$ cat config.mk
export PLATFORM = sky130hd
export DESIGN_NAME = fios_result_normalizer
export DESIGN_NICKNAME = d
export VERILOG_FILES = /design/src/rtl/fios_norm_pkg.sv /design/src/rtl/fios_carry_add.sv /design/src/rtl/fios_result_normalizer.sv
export SDC_FILE = /design/constraint.sdc
export NUM_CORES = 1
export LEC_CHECK = 0
export CORE_UTILIZATION = 40
export CTS_CLUSTER_SIZE = 8
export DETAILED_ROUTE_END_ITERATION = 8
export PLACE_DENSITY_LB_ADDON = 0.05
export SLEW_MARGIN = 5
export SYNTH_ARGS = -nofsm -noshare
export SYNTH_HDL_FRONTEND = slang
export SYNTH_SLANG_ARGS = --single-unit
export TNS_END_PERCENT = 30
$ cat constraint.sdc
create_clock -name clock_i -period 13.2 [get_ports clock_i]
set_clock_uncertainty 0.05 [all_clocks]
set_input_delay 2.64 -clock clock_i [delete_from_list [all_inputs] [get_ports clock_i]]
set_output_delay 2.64 -clock clock_i [all_outputs]
set_load 0.01 [all_outputs]
$ cat src/rtl/fios_norm_pkg.sv
// Shared definitions for the FIOS result normalizer.
//   norm_state_e : controller states (IDLE, ACCUM, FLUSH)
//   count_width  : width of the per-operation word counter, sized so that
//                  WORD_COUNT itself is representable.
package fios_norm_pkg;

  typedef enum logic [1:0] {
    IDLE  = 2'd0,
    ACCUM = 2'd1,
    FLUSH = 2'd2
  } norm_state_e;

  function automatic int count_width(input int word_count);
    return $clog2(word_count + 1);
  endfunction

endpackage

$ cat src/rtl/fios_carry_add.sv
// Combinational digit/carry split for the normalizer.
//   p         : 2W-bit redundant DSP word
//   carry_in  : W+1-bit carry from the previous digit position
//   digit     : low W bits of p + carry_in
//   carry_out : remaining high W+1 bits, which feed the next position
// The sum is below 2^(2W) + 2^(W+1), so bit 2W is the top carry bit and
// nothing is lost. Kept separate so it can be retimed or pipelined later.
module fios_carry_add #(
  parameter int WORD_WIDTH = 23
) (
  input  logic [2*WORD_WIDTH-1:0] p,
  input  logic [WORD_WIDTH:0]     carry_in,
  output logic [WORD_WIDTH-1:0]   digit,
  output logic [WORD_WIDTH:0]     carry_out
);

  logic [2*WORD_WIDTH:0] acc;

  always_comb begin
    acc       = {1'b0, p} + {{(WORD_WIDTH){1'b0}}, carry_in};
    digit     = acc[WORD_WIDTH-1:0];
    carry_out = acc[2*WORD_WIDTH:WORD_WIDTH];
  end

endmodule

$ cat src/rtl/fios_result_normalizer.sv
// Carry-propagating normalizer at the output of the cascaded DSP chain.
// Takes 2W-bit partial-product words (LS first, weight 2^(W*k)) and emits
// WORD_COUNT non-redundant W-bit digits followed by one flush digit that
// holds the residual carry.
// Ports:
//   clock_i, reset_i          : rising-edge clock, synchronous active-high reset
//   start_i                   : opens a new operation (also aborts a running one)
//   P_valid_i, P_i            : DSP output word, no backpressure
//   res_valid_o, res_o        : normalized digit, one cycle after its input
//   res_last_o, done_o        : flag the flush digit
//   overflow_o                : top carry bit of the final carry, sticky
//   protocol_err_o            : sticky, set by a word arriving outside ACCUM
import fios_norm_pkg::*;

module fios_result_normalizer #(
  parameter int WORD_WIDTH = 23,
  parameter int WORD_COUNT = 12
) (
  input  logic                    clock_i,
  input  logic                    reset_i,
  input  logic                    start_i,
  input  logic                    P_valid_i,
  input  logic [2*WORD_WIDTH-1:0] P_i,
  output logic                    res_valid_o,
  output logic [WORD_WIDTH-1:0]   res_o,
  output logic                    res_last_o,
  output logic                    done_o,
  output logic                    overflow_o,
  output logic                    protocol_err_o
);

  localparam int              CW       = count_width(WORD_COUNT);
  localparam logic [CW-1:0]   LAST_IDX = CW'(WORD_COUNT - 1);

  norm_state_e             state;
  logic [WORD_WIDTH:0]     carry;
  logic [CW-1:0]           count;

  // start_i acts as if the operation had just been opened from IDLE, so a
  // word arriving with it sees a cleared carry and count.
  logic [WORD_WIDTH:0]     carry_in;
  logic [CW-1:0]           count_in;
  logic [WORD_WIDTH-1:0]   digit;
  logic [WORD_WIDTH:0]     carry_nxt;
  logic                    accepting;

  always_comb begin
    carry_in  = start_i ? '0 : carry;
    count_in  = start_i ? '0 : count;
    accepting = start_i || (state == ACCUM);
  end

  fios_carry_add #(
    .WORD_WIDTH(WORD_WIDTH)
  ) u_carry_add (
    .p         (P_i),
    .carry_in  (carry_in),
    .digit     (digit),
    .carry_out (carry_nxt)
  );

  always_ff @(posedge clock_i) begin
    if (reset_i) begin
      state          <= IDLE;
      carry          <= '0;
      count          <= '0;
      res_valid_o    <= 1'b0;
      res_o          <= '0;
      res_last_o     <= 1'b0;
      done_o         <= 1'b0;
      overflow_o     <= 1'b0;
      protocol_err_o <= 1'b0;
    end else begin
      // Output strobes are single-cycle unless re-asserted below.
      res_valid_o <= 1'b0;
      res_last_o  <= 1'b0;
      done_o      <= 1'b0;

      if (start_i) begin
        overflow_o     <= 1'b0;
        protocol_err_o <= 1'b0;
      end

      if (accepting) begin
        // ACCUM, or any state with start_i: a pending flush is dropped.
        if (P_valid_i) begin
          res_valid_o <= 1'b1;
          res_o       <= digit;
          carry       <= carry_nxt;
          if (count_in == LAST_IDX) begin
            state <= FLUSH;
            count <= '0;
          end else begin
            state <= ACCUM;
            count <= count_in + CW'(1);
          end
        end else begin
          state <= ACCUM;
          count <= count_in;
          carry <= carry_in;
        end
      end else if (state == FLUSH) begin
        // Single flush cycle: residual carry goes out as the last digit.
        res_valid_o <= 1'b1;
        res_o       <= carry[WORD_WIDTH-1:0];
        res_last_o  <= 1'b1;
        done_o      <= 1'b1;
        overflow_o  <= carry[WORD_WIDTH];
        carry       <= '0;
        state       <= IDLE;
        if (P_valid_i) protocol_err_o <= 1'b1;
      end else begin
        // IDLE: a stray word is dropped and flagged.
        if (P_valid_i) protocol_err_o <= 1'b1;
      end
    end
  end

endmodule

==> impl_metrics.json <==
{
  "dp_cells": 792,
  "maxCapViolCount": 0,
  "cts_hold_buf": 0,
  "nets": 729,
  "power_density_nw_per_um2": 94.0,
  "hp-class": "reg2reg",
  "clkTransAtPathRegs_ns": 0.05,
  "post_drt_wl_per_cell_microns": 18.1,
  "critPathLaunchType": "primary input",
  "io_buffers": 77,
  "final_common_cell": "clkdlybuf4s50_1",
  "antenna_cells": 0,
  "synth_top_family_by_area": "compound AO/OA/AOI/OAI gates",
  "synth_cell_type_count": 84,
  "syn_inst": 605,
  "yosys.area_share.simple_pct": 25.0,
  "grt_pass1_vias": 4298,
  "dieWidth_microns": 110,
  "via_per_inst": 5.71,
  "setup-violations-final": 0,
  "synth_nets": 674,
  "async_flop_share_pct": 0,
  "slew_viol_final": 0,
  "end_kind": "flip-flop",
  "path_class": "in2reg",
  "rsz0062_at_grt": "no",
  "clkSinkCount": 57,
  "synth_edf_count": 0,
  "hold_violations": 0,
  "min_period_ns": 5.81,
  "numCtsBuffers": 9,
  "synth_xor_area_share_pct": 9.31,
  "crit_fanout": 51,
  "ant_nets": 0,
  "pre_cts_slack_ns": 7.04,
  "worst_ep_required_time_ns": 13.36,
  "insertion_delay_ns": 0.34,
  "cts_resized": 0,
  "gp_congestion": 0.906,
  "grt_overflow": 0,
  "hpwl_mm": 11.2,
  "route.vias.total": 4614,
  "routed_wl_mm": 14.6,
  "top_level_ports": 78,
  "min_period_over_period_pct": 44.0,
  "num_rows": 39,
  "grt_max_degree": 52,
  "setup_ws_ns": 7.39,
  "grt_pass1_wl_mm": 22.9,
  "placed_area_sq_um": 5470,
  "post_cts_buffers": 0,
  "vdd_ir_drop_max_mv": 0.0514,
  "synth_seq_cells": 57,
  "tritoncts": "yes",
  "drtIter0Drc": 293,
  "synthFlopType": "dfxtp_1",
  "clock_path_buffers": 2,
  "muxShareOfSynthArea_pct": 0.213,
  "yosysSeqAreaShare_pct": 24.3,
  "max_slew_margin_pct": 19.6,
  "fp.dieH_microns": 110,
  "track_usage_pct": 23.9,
  "yosys_warnings": 0,
  "layout-drive-gt1-share_pct": 8.27,
  "cts.htree.levels": 3,
  "dr.pass1.iters": 5,
  "drc": 0,
  "core_area_sq_um": 11400,
  "stdcell_count": 808,
  "syn_avg_cell_area_sq_um": 7.77,
  "synthAdderAreaFrac_pct": 5.27,
  "initial_utilization_pct": 41.2,
  "die_area_sq_um": 12200,
  "p_leak_nw": 2.11,
  "synth_area_sq_um": 4700,
  "cts-root-buf": "clkbuf_16",
  "worst-slew-pin-transition_ns": 1.20,
  "antenna_found_initial": 0,
  "outcome": "completed",
  "syn2layout_area_growth_pct": 22.4,
  "mostFrequentLayoutCells": "clkdlybuf4s50_1, nand2_1, dfxtp_1, a21oi_1, nor2_1",
  "hold_slack_ns": 0.423,
  "fin_area_sq_um": 5760,
  "max_freq_mhz": 172,
  "cp.arrival_ns": 5.97,
  "fin_tns_setup_ns": 0,
  "synth_compound_area_share_pct": 30.5
}
-- synthesized netlist by cell type (all sizes together), types with 8 or more instances --
library cell	count	area share [%]
and3	8	1.2
dfxtp	57	24
ha	19	5.1
nand2	74	5.9
o21ai	46	5.1
nor3	16	2.0
nor2	49	3.9
xnor2	30	5.6
and2	8	1.1
inv	11	0.88
clkbuf	26	2.9
buf	11	1.7
nor2b	27	3.6
xor2	20	3.7
a311oi	16	3.4
a21o	15	2.5
nand4	11	1.5
o211ai	8	1.6
nand3	14	1.5
a211oi	10	1.8
a21oi	54	5.8
-- area by class of cell --
class,instances,area (sq um)
clock buffers,11,253
inverters,11,41.3
multi-input cells,500,3310
repair buffers,81,796
well taps,143,179
flip-flops and latches,57,1140
fillers,1146,5660
clock inverters,5,38.8
-- critical path, cell delays in order --
cell       delay (ns)
buf_2            0.07
buf_4            0.45
nor2b_1          0.10
ha_1             0.25
ha_1             0.27
a21oi_1          0.22
nand2_1          0.08
a21o_2           0.24
a311oi_4         0.49
a221oi_4         0.15
nor3_1           0.36
xor2_1           0.18
a2111oi_0        0.44
-- kinds of logic (layout without fill, tap and decap cells) --
| family | after synthesis | in the layout |
|---|---|---|
| adder cells (fa/ha/maj) | 20 | 20 |
| AO/OA/AOI/OAI | 199 | 199 |
| XOR/XNOR | 50 | 50 |
| flip-flops | 57 | 57 |
| multiplexers | 1 | 1 |
| buffers and inverters | 48 | 108 |
| AND/OR/NAND/NOR | 230 | 230 |
-- path summary, 6_finish.rpt --
path                                start        end  slack [ns]  cells after the start
worst min register to register  carry[21]  carry[21]        0.42                      2
worst min-delay path            carry[21]  carry[21]        0.42                      2
worst max-delay path              start_i  res_o[22]        7.39                     13
worst max register to register   carry[1]  res_o[22]        9.75                     11
-- per-layer routing --
| metal | part of all wire, % | vias up | wire length [microns] | track usage, % |
|---|---|---|---|---|
| li1 | - | 2311 | - | - |
| met1 | 49 | 2146 | 7150 | 32.7 |
| met2 | 45 | 136 | 6540 | 37.6 |
| met3 | 4.6 | 21 | 673 | 4.06 |
| met4 | 2.0 | 0 | 289 | 8.80 |
| met5 | 0 | - | 0 | 0 |
-- state kept, by name (all words and copies together) (netlist names) --
| register | flops |
|---|---|
| carry | 24 |
| res_o | 23 |
| count | 4 |
| done_o | 1 |
| protocol_err_o | 1 |
| res_valid_o | 1 |
| state | 2 |
| overflow_o | 1 |
-- per-stage QoR --
stage	util (%)	power, mW
after floorplan	-	0.267
after global placement	47.9	0.315
after detailed placement	47.9	0.316
after CTS	50.4	0.542
after global routing	50.4	0.564
final	50.4	0.541
-- where the power goes --
group | switching [mW] | leakage, nW | internal [mW]
registers | 0.0105 | 0.468 | 0.182
clock network | 0.0903 | 0.130 | 0.138
logic | 0.0658 | 1.51 | 0.0542
total | 0.167 | 2.11 | 0.374
Power figures use the tool's default switching activity.
